`src/rtl/genetic_eval_ctrl.sv`:
```
// Fitness-evaluation sequencer for the evolvable LUT grid: serial chromosome load, atomic commit,
// then a settle/sample sweep over all input vectors, counting matching output bits.
module genetic_eval_ctrl #(
   parameter int IN      = 3,
   parameter int OUT     = 1,
   parameter int CHROM_W = 1024,
   parameter int SETTLE  = 2,
   parameter int FIT_W   = $clog2(OUT*2**IN+1)
) (
   input  logic                  clk,
   input  logic                  rst_n,
   input  logic                  start,
   input  logic                  ser_valid,
   input  logic                  ser_data,
   output logic                  ser_ready,
   input  logic [OUT*2**IN-1:0]  target,
   output logic [CHROM_W-1:0]    cromossomo,
   output logic [IN-1:0]         inp,
   input  logic [OUT-1:0]        circ_out,
   output logic                  busy,
   output logic                  done,
   output logic [FIT_W-1:0]      fitness,
   output logic                  perfect
);

   localparam int NVEC = 2**IN;
   localparam int BC_W = (CHROM_W > 1) ? $clog2(CHROM_W) : 1;
   localparam int WC_W = (SETTLE > 1) ? $clog2(SETTLE) : 1;
   localparam logic [BC_W-1:0]  BC_LAST  = BC_W'(CHROM_W-1);
   localparam logic [WC_W-1:0]  WC_LAST  = WC_W'((SETTLE > 0) ? SETTLE-1 : 0);
   localparam logic [IN-1:0]    INP_LAST = IN'(NVEC-1);
   localparam logic [FIT_W-1:0] FIT_MAX  = FIT_W'(OUT*NVEC);

   typedef enum logic [2:0] {S_IDLE, S_LOAD, S_SETTLE, S_SAMPLE, S_DONE} state_t;

   state_t             state, state_nxt;
   logic [BC_W-1:0]    bitcnt, bitcnt_nxt;
   logic [CHROM_W-1:0] shadow, shadow_nxt, crom_nxt;
   logic [WC_W-1:0]    wcnt, wcnt_nxt;
   logic [IN-1:0]      inp_nxt;
   logic [FIT_W-1:0]   acc, acc_nxt, fitness_nxt;
   logic               perfect_nxt;
   logic [OUT-1:0]     tgt_slice, match;
   logic [FIT_W-1:0]   match_cnt;

   always_comb begin
      tgt_slice = target[inp*OUT +: OUT];
      match     = ~(circ_out ^ tgt_slice);
      match_cnt = '0;
      for (int i = 0; i < OUT; i++) begin
         match_cnt = match_cnt + FIT_W'(match[i]);
      end
   end

   always_comb begin
      state_nxt   = state;
      bitcnt_nxt  = bitcnt;
      shadow_nxt  = shadow;
      crom_nxt    = cromossomo;
      wcnt_nxt    = wcnt;
      inp_nxt     = inp;
      acc_nxt     = acc;
      fitness_nxt = fitness;
      perfect_nxt = perfect;
      ser_ready   = 1'b0;
      busy        = 1'b0;
      done        = 1'b0;
      case (state)
         S_IDLE: begin
            if (start) begin
               state_nxt  = S_LOAD;
               bitcnt_nxt = '0;
               shadow_nxt = '0;
               acc_nxt    = '0;
            end
         end
         S_LOAD: begin
            ser_ready = 1'b1;
            busy      = 1'b1;
            if (ser_valid) begin
               shadow_nxt[bitcnt] = ser_data;
               bitcnt_nxt         = bitcnt + 1'b1;
               // commit includes the bit arriving on this very transfer
               if (bitcnt == BC_LAST) begin
                  crom_nxt = shadow_nxt;
                  inp_nxt  = '0;
                  wcnt_nxt = '0;
                  if (SETTLE == 0) state_nxt = S_SAMPLE;
                  else             state_nxt = S_SETTLE;
               end
            end
         end
         S_SETTLE: begin
            busy = 1'b1;
            if (wcnt == WC_LAST) state_nxt = S_SAMPLE;
            else                 wcnt_nxt  = wcnt + 1'b1;
         end
         S_SAMPLE: begin
            busy    = 1'b1;
            acc_nxt = acc + match_cnt;
            if (inp == INP_LAST) begin
               // publish on entry to DONE so fitness is valid while done is high
               state_nxt   = S_DONE;
               fitness_nxt = acc_nxt;
               perfect_nxt = (acc_nxt == FIT_MAX);
            end else begin
               inp_nxt  = inp + 1'b1;
               wcnt_nxt = '0;
               if (SETTLE == 0) state_nxt = S_SAMPLE;
               else             state_nxt = S_SETTLE;
            end
         end
         S_DONE: begin
            done      = 1'b1;
            inp_nxt   = '0;
            state_nxt = S_IDLE;
         end
         default: state_nxt = S_IDLE;
      endcase
   end

   always_ff @(posedge clk or negedge rst_n) begin
      if (!rst_n) begin
         state      <= S_IDLE;
         bitcnt     <= '0;
         shadow     <= '0;
         cromossomo <= '0;
         wcnt       <= '0;
         inp        <= '0;
         acc        <= '0;
         fitness    <= '0;
         perfect    <= 1'b0;
      end else begin
         state      <= state_nxt;
         bitcnt     <= bitcnt_nxt;
         shadow     <= shadow_nxt;
         cromossomo <= crom_nxt;
         wcnt       <= wcnt_nxt;
         inp        <= inp_nxt;
         acc        <= acc_nxt;
         fitness    <= fitness_nxt;
         perfect    <= perfect_nxt;
      end
   end

endmodule

```
`config.mk`:
```
export PLATFORM = sky130hd
export DESIGN_NAME = genetic_eval_ctrl
export DESIGN_NICKNAME = d
export VERILOG_FILES = /design/src/rtl/genetic_eval_ctrl.sv
export SDC_FILE = /design/constraint.sdc
export NUM_CORES = 2
export LEC_CHECK = 0
export CAP_MARGIN = 10
export CORE_MARGIN = 10
export CORE_UTILIZATION = 24
export DETAILED_ROUTE_END_ITERATION = 8
export GPL_TIMING_DRIVEN = 0
export SYNTH_ARGS = -nofsm -noshare
export SYNTH_HDL_FRONTEND = slang
export SYNTH_SLANG_ARGS = --single-unit
```
`constraint.sdc`:
```
create_clock -name clk -period 3.5 [get_ports clk]
set_input_delay 0.7 -clock clk [delete_from_list [all_inputs] [get_ports clk]]
set_output_delay 0.7 -clock clk [all_outputs]
set_load 0.01 [all_outputs]
```
==> metrics.md <==
| Metric | Value |
|---|---|
| RR Endpoint | `shadow[637]` |
| Root Buffer | `clkbuf_16` |
| Die area | `402000 sq um` |
| CP max stage delay | `880 ps` |
| Cell Pwr Density | `490 nW/um^2` |
| Drt pass-1 iters | `7` |
| Critical-path top delay cell | `buf_2` |
| # rows | `225` |
| Fin cells | `15073` |
| Clk_lat worst skew | `980 ps` |
| Buf/Inv on CP | `4` |
| Post-synthesis cell type count | `48` |
| First-pass GRT wire length | `688000 um` |
| CP endpoint kind | `flip-flop` |
| Grt ovf | `0` |
| WP depth | `7` |
| Critical R2R Launch | `bitcnt[2]` |
| Syn-to-layout area delta | `29.3%` |
| Fraction of the yosys area taken by sequential cells | `0.574` |
| R2R cell count | `7` |
| Top cell by count, worst path | `buf_2` |
| Clock tree buffer depth | `4` |
| Avg WL per Cell | `34.8 um` |
| Commonest non-fill, non-tap cell in the layout | `dfrtp_1` |
| Post-Syn Nets | `8509` |
| PnR Total Power | `0.0573 W` |
| Total GRT Usage | `0.248` |
| Initial antenna violation count | `59` |
| Max-cap violation count | `1` |
| Hold Path Class | `input pin to async pin` |
| Crit Path Category | `flip-flop to flip-flop` |
| Reg-to-reg slack, setup | `-140 ps` |
| Crit path from | `bitcnt[2]` |
| Total CTS buffers | `232` |
| Reg area | `51900 sq um` |
| Worst setup margin | `-135 ps` |
| Number of global-route vias before repair | `77161` |
| Tcrit/Tclk final | `1.04` |
| Worst vdd ir | `0.435 mV` |
| Final min period | `3640 ps` |
| Failing checks | `max-capacitance violations, max-slew violations, negative setup slack` |
| Multi-input gate area | `33900 sq um` |
| Final hold vios | `0` |
| Layout fillers | `38667` |
| Initial Utilization | `0.241` |
| Via-to-Cell Ratio | `5.47` |
| Critical path data required time | `4330 ps` |
| Warnings, synthesis | `0` |
| CP Max Fanout | `11` |
| Die X | `634 um` |
| CP Cell Sequence | `clkbuf_1, and4_1, buf_2, buf_2, buf_2, nand3_1, nand2_1` |
| Post-DP HPWL | `379000 um` |
| Worst Skew | `101 ps` |
| Final setup vio count | `84` |
| PortBufs | `1048` |
| Worst-Margin Slew | `1580 ps` |
| Setup bufs post-CTS | `0` |
| Slew Viols, Final | `12` |
| Synth Register Bits | `2073` |
| Vias after detailed routing | `82408` |
| Startpoint type of the worst setup path | `flip-flop` |
| Most frequent cells in the layout | `2073 x dfrtp_1, 1065 x nand2_1, 1046 x clkdlybuf4s50_1` |
| Routed WL | `525000 um` |
| Final ANT Viol Nets | `0` |
| Placer Congestion | `0.938` |
| Crit path arrival time | `4470 ps` |
| Total Nets Final | `9853` |
| Syn_area_per_cell | `10.7 sq um` |
| Post-Place Cells | `14585` |
| Max Clk Rate | `0.275 GHz` |
| Fraction of layout cells with a size suffix above 1 | `0.193` |
| Number of DRC markers in iteration 0 | `12364` |
| Max-slew headroom | `-0.0520` |
| Clock Pin Slew Worst Setup and Hold Paths | `70 ps` |
| Mapped Area | `90400 sq um` |
| Residual DRC | `0` |
| Die H | `634 um` |
| CTS tree | `built` |
| Outcome | `finished with violations` |
| Core area | `376000 sq um` |
| CP top delay family | `buffers and inverters` |
| Sink Count | `2073` |
| Num ports | `1049` |
| Util after Layout | `0.311` |
| H-tree levels | `4` |
| Post-Synthesis Cells | `8487` |
| Pin count of the biggest net entering global routing | `183` |
| Leak Pwr | `57.0 nW` |
==> how the worst max path moves through the flow <==
stage	to	slack [ps]
floorplan	perfect	1240
global placement	cromossomo[140]	-97680
detailed placement	cromossomo[104]	-1490
CTS	shadow[962]	10
global route	shadow[486]	-0.1
finish	shadow[637]	-140
==> metrics by stage <==
stage / hold slack (ps) / instance area (sq um) / setup TNS [ps] / setup WS (ps)
global route: 56.2 / 117000 / -0.108 / -0.108
CTS: -89.6 / 117000 / 0 / 9.72
floorplan: 404 / 90400 / 0 / 1240
detailed placement: 472 / 108000 / -1021480 / -1490
global placement: 467 / 107000 / - / -97680
finish: 24.6 / 117000 / -2220 / -135
==> report_power, final <==
group / leakage [nW] / total, W / switching, W / internal (W)
Clock: 3.91 / 0.0259 / 0.0110 / 0.0149
Combinational: 24.2 / 0.00730 / 0.00615 / 0.00115
Sequential: 28.9 / 0.0241 / 0.0000781 / 0.0240
==> tightest hold or removal path, stage by stage <==
cell and delay (ps):
buf_16 80, buf_16 180, buf_16 370
==> layout make-up <==
cell class | instances | area share
diodes | 63 | 0.00135
well taps | 4994 | 0.0534
clock inverters | 84 | 0.00932
plain buffers | 1059 | 0.0413
clock buffers | 335 | 0.0584
multi-input cells | 5343 | 0.290
inverters | 10 | 0.000321
flip-flops and latches | 2073 | 0.444
repair buffers | 1112 | 0.102
==> what timing repair did <==
item | in CTS | in global routing
endpoints found under the setup margin | 719 | 305
endpoints found under the hold margin | 118 | 54
pin swaps | 0 | 0
resized for setup | 38 | 33
gates cloned | 2 | 1
==> kinds of logic after synthesis <==
group | synth area share
flops | 0.574
compound gates | 0.131
buf+inv | 0.0518
xor+xnor | 0.000484
fa+ha+maj | 0.00111
mux | 0.133
simple gates | 0.110
==> flip-flops by register name (all words and copies together), names as in the netlist <==
signal / cells
wcnt: 1
fitness: 4
bitcnt: 10
inp: 3
cromossomo: 1024
state: 3
shadow: 1023
perfect: 1
acc: 4
==> cells in the mapped netlist (all sizes together) <==
| master | n | area [sq um] |
|---|---|---|
| a22o | 4 | 35.0 |
| and4bb | 8 | 100 |
| xnor2 | 3 | 26.3 |
| and3 | 2 | 12.5 |
| nor2b | 2 | 12.5 |
| nand3b | 1 | 7.51 |
| nand2 | 1065 | 4000 |
| or2 | 1 | 6.26 |
| and4b | 12 | 120 |
| nor4bb | 5 | 50.1 |
| nand2b | 2 | 12.5 |
| nand3 | 1030 | 5150 |
| mux4 | 2 | 45.0 |
| a311oi | 1 | 8.76 |
| a31oi | 1022 | 6390 |
| inv | 10 | 37.5 |
| a211o | 1 | 8.76 |
| nor3b | 4 | 30.0 |
| nor3 | 4 | 20.0 |
| nor2 | 11 | 41.3 |
| mux2 | 1005 | 11700 |
| mux2i | 25 | 250 |
| nand4 | 5 | 31.3 |
| xor2 | 2 | 17.5 |
| a2111oi | 1 | 8.76 |
| nand4bb | 1 | 11.3 |
| clkbuf | 548 | 2060 |
| buf | 513 | 2590 |
| ha | 8 | 100 |
| and2 | 33 | 206 |
| and4 | 4 | 35.0 |
| dfrtp | 2073 | 51900 |
| and3b | 4 | 35.0 |
| nor4b | 5 | 43.8 |
| a41o | 1 | 10.0 |
| or3 | 1 | 6.26 |
| a21boi | 1 | 7.51 |
| o31ai | 1 | 7.51 |
| o22ai | 3 | 18.8 |
| a21oi | 5 | 25.0 |
| o21ai | 1058 | 5300 |
==> routing by layer <==
layer	track usage	wire length [um]	up-vias
met5	0.00239	126	-
met4	0.201	52100	10
met3	0.106	69100	1604
met2	0.367	223000	6318
met1	0.279	181000	41408
li1	-	-	33068
Power figures use the tool's default switching activity.
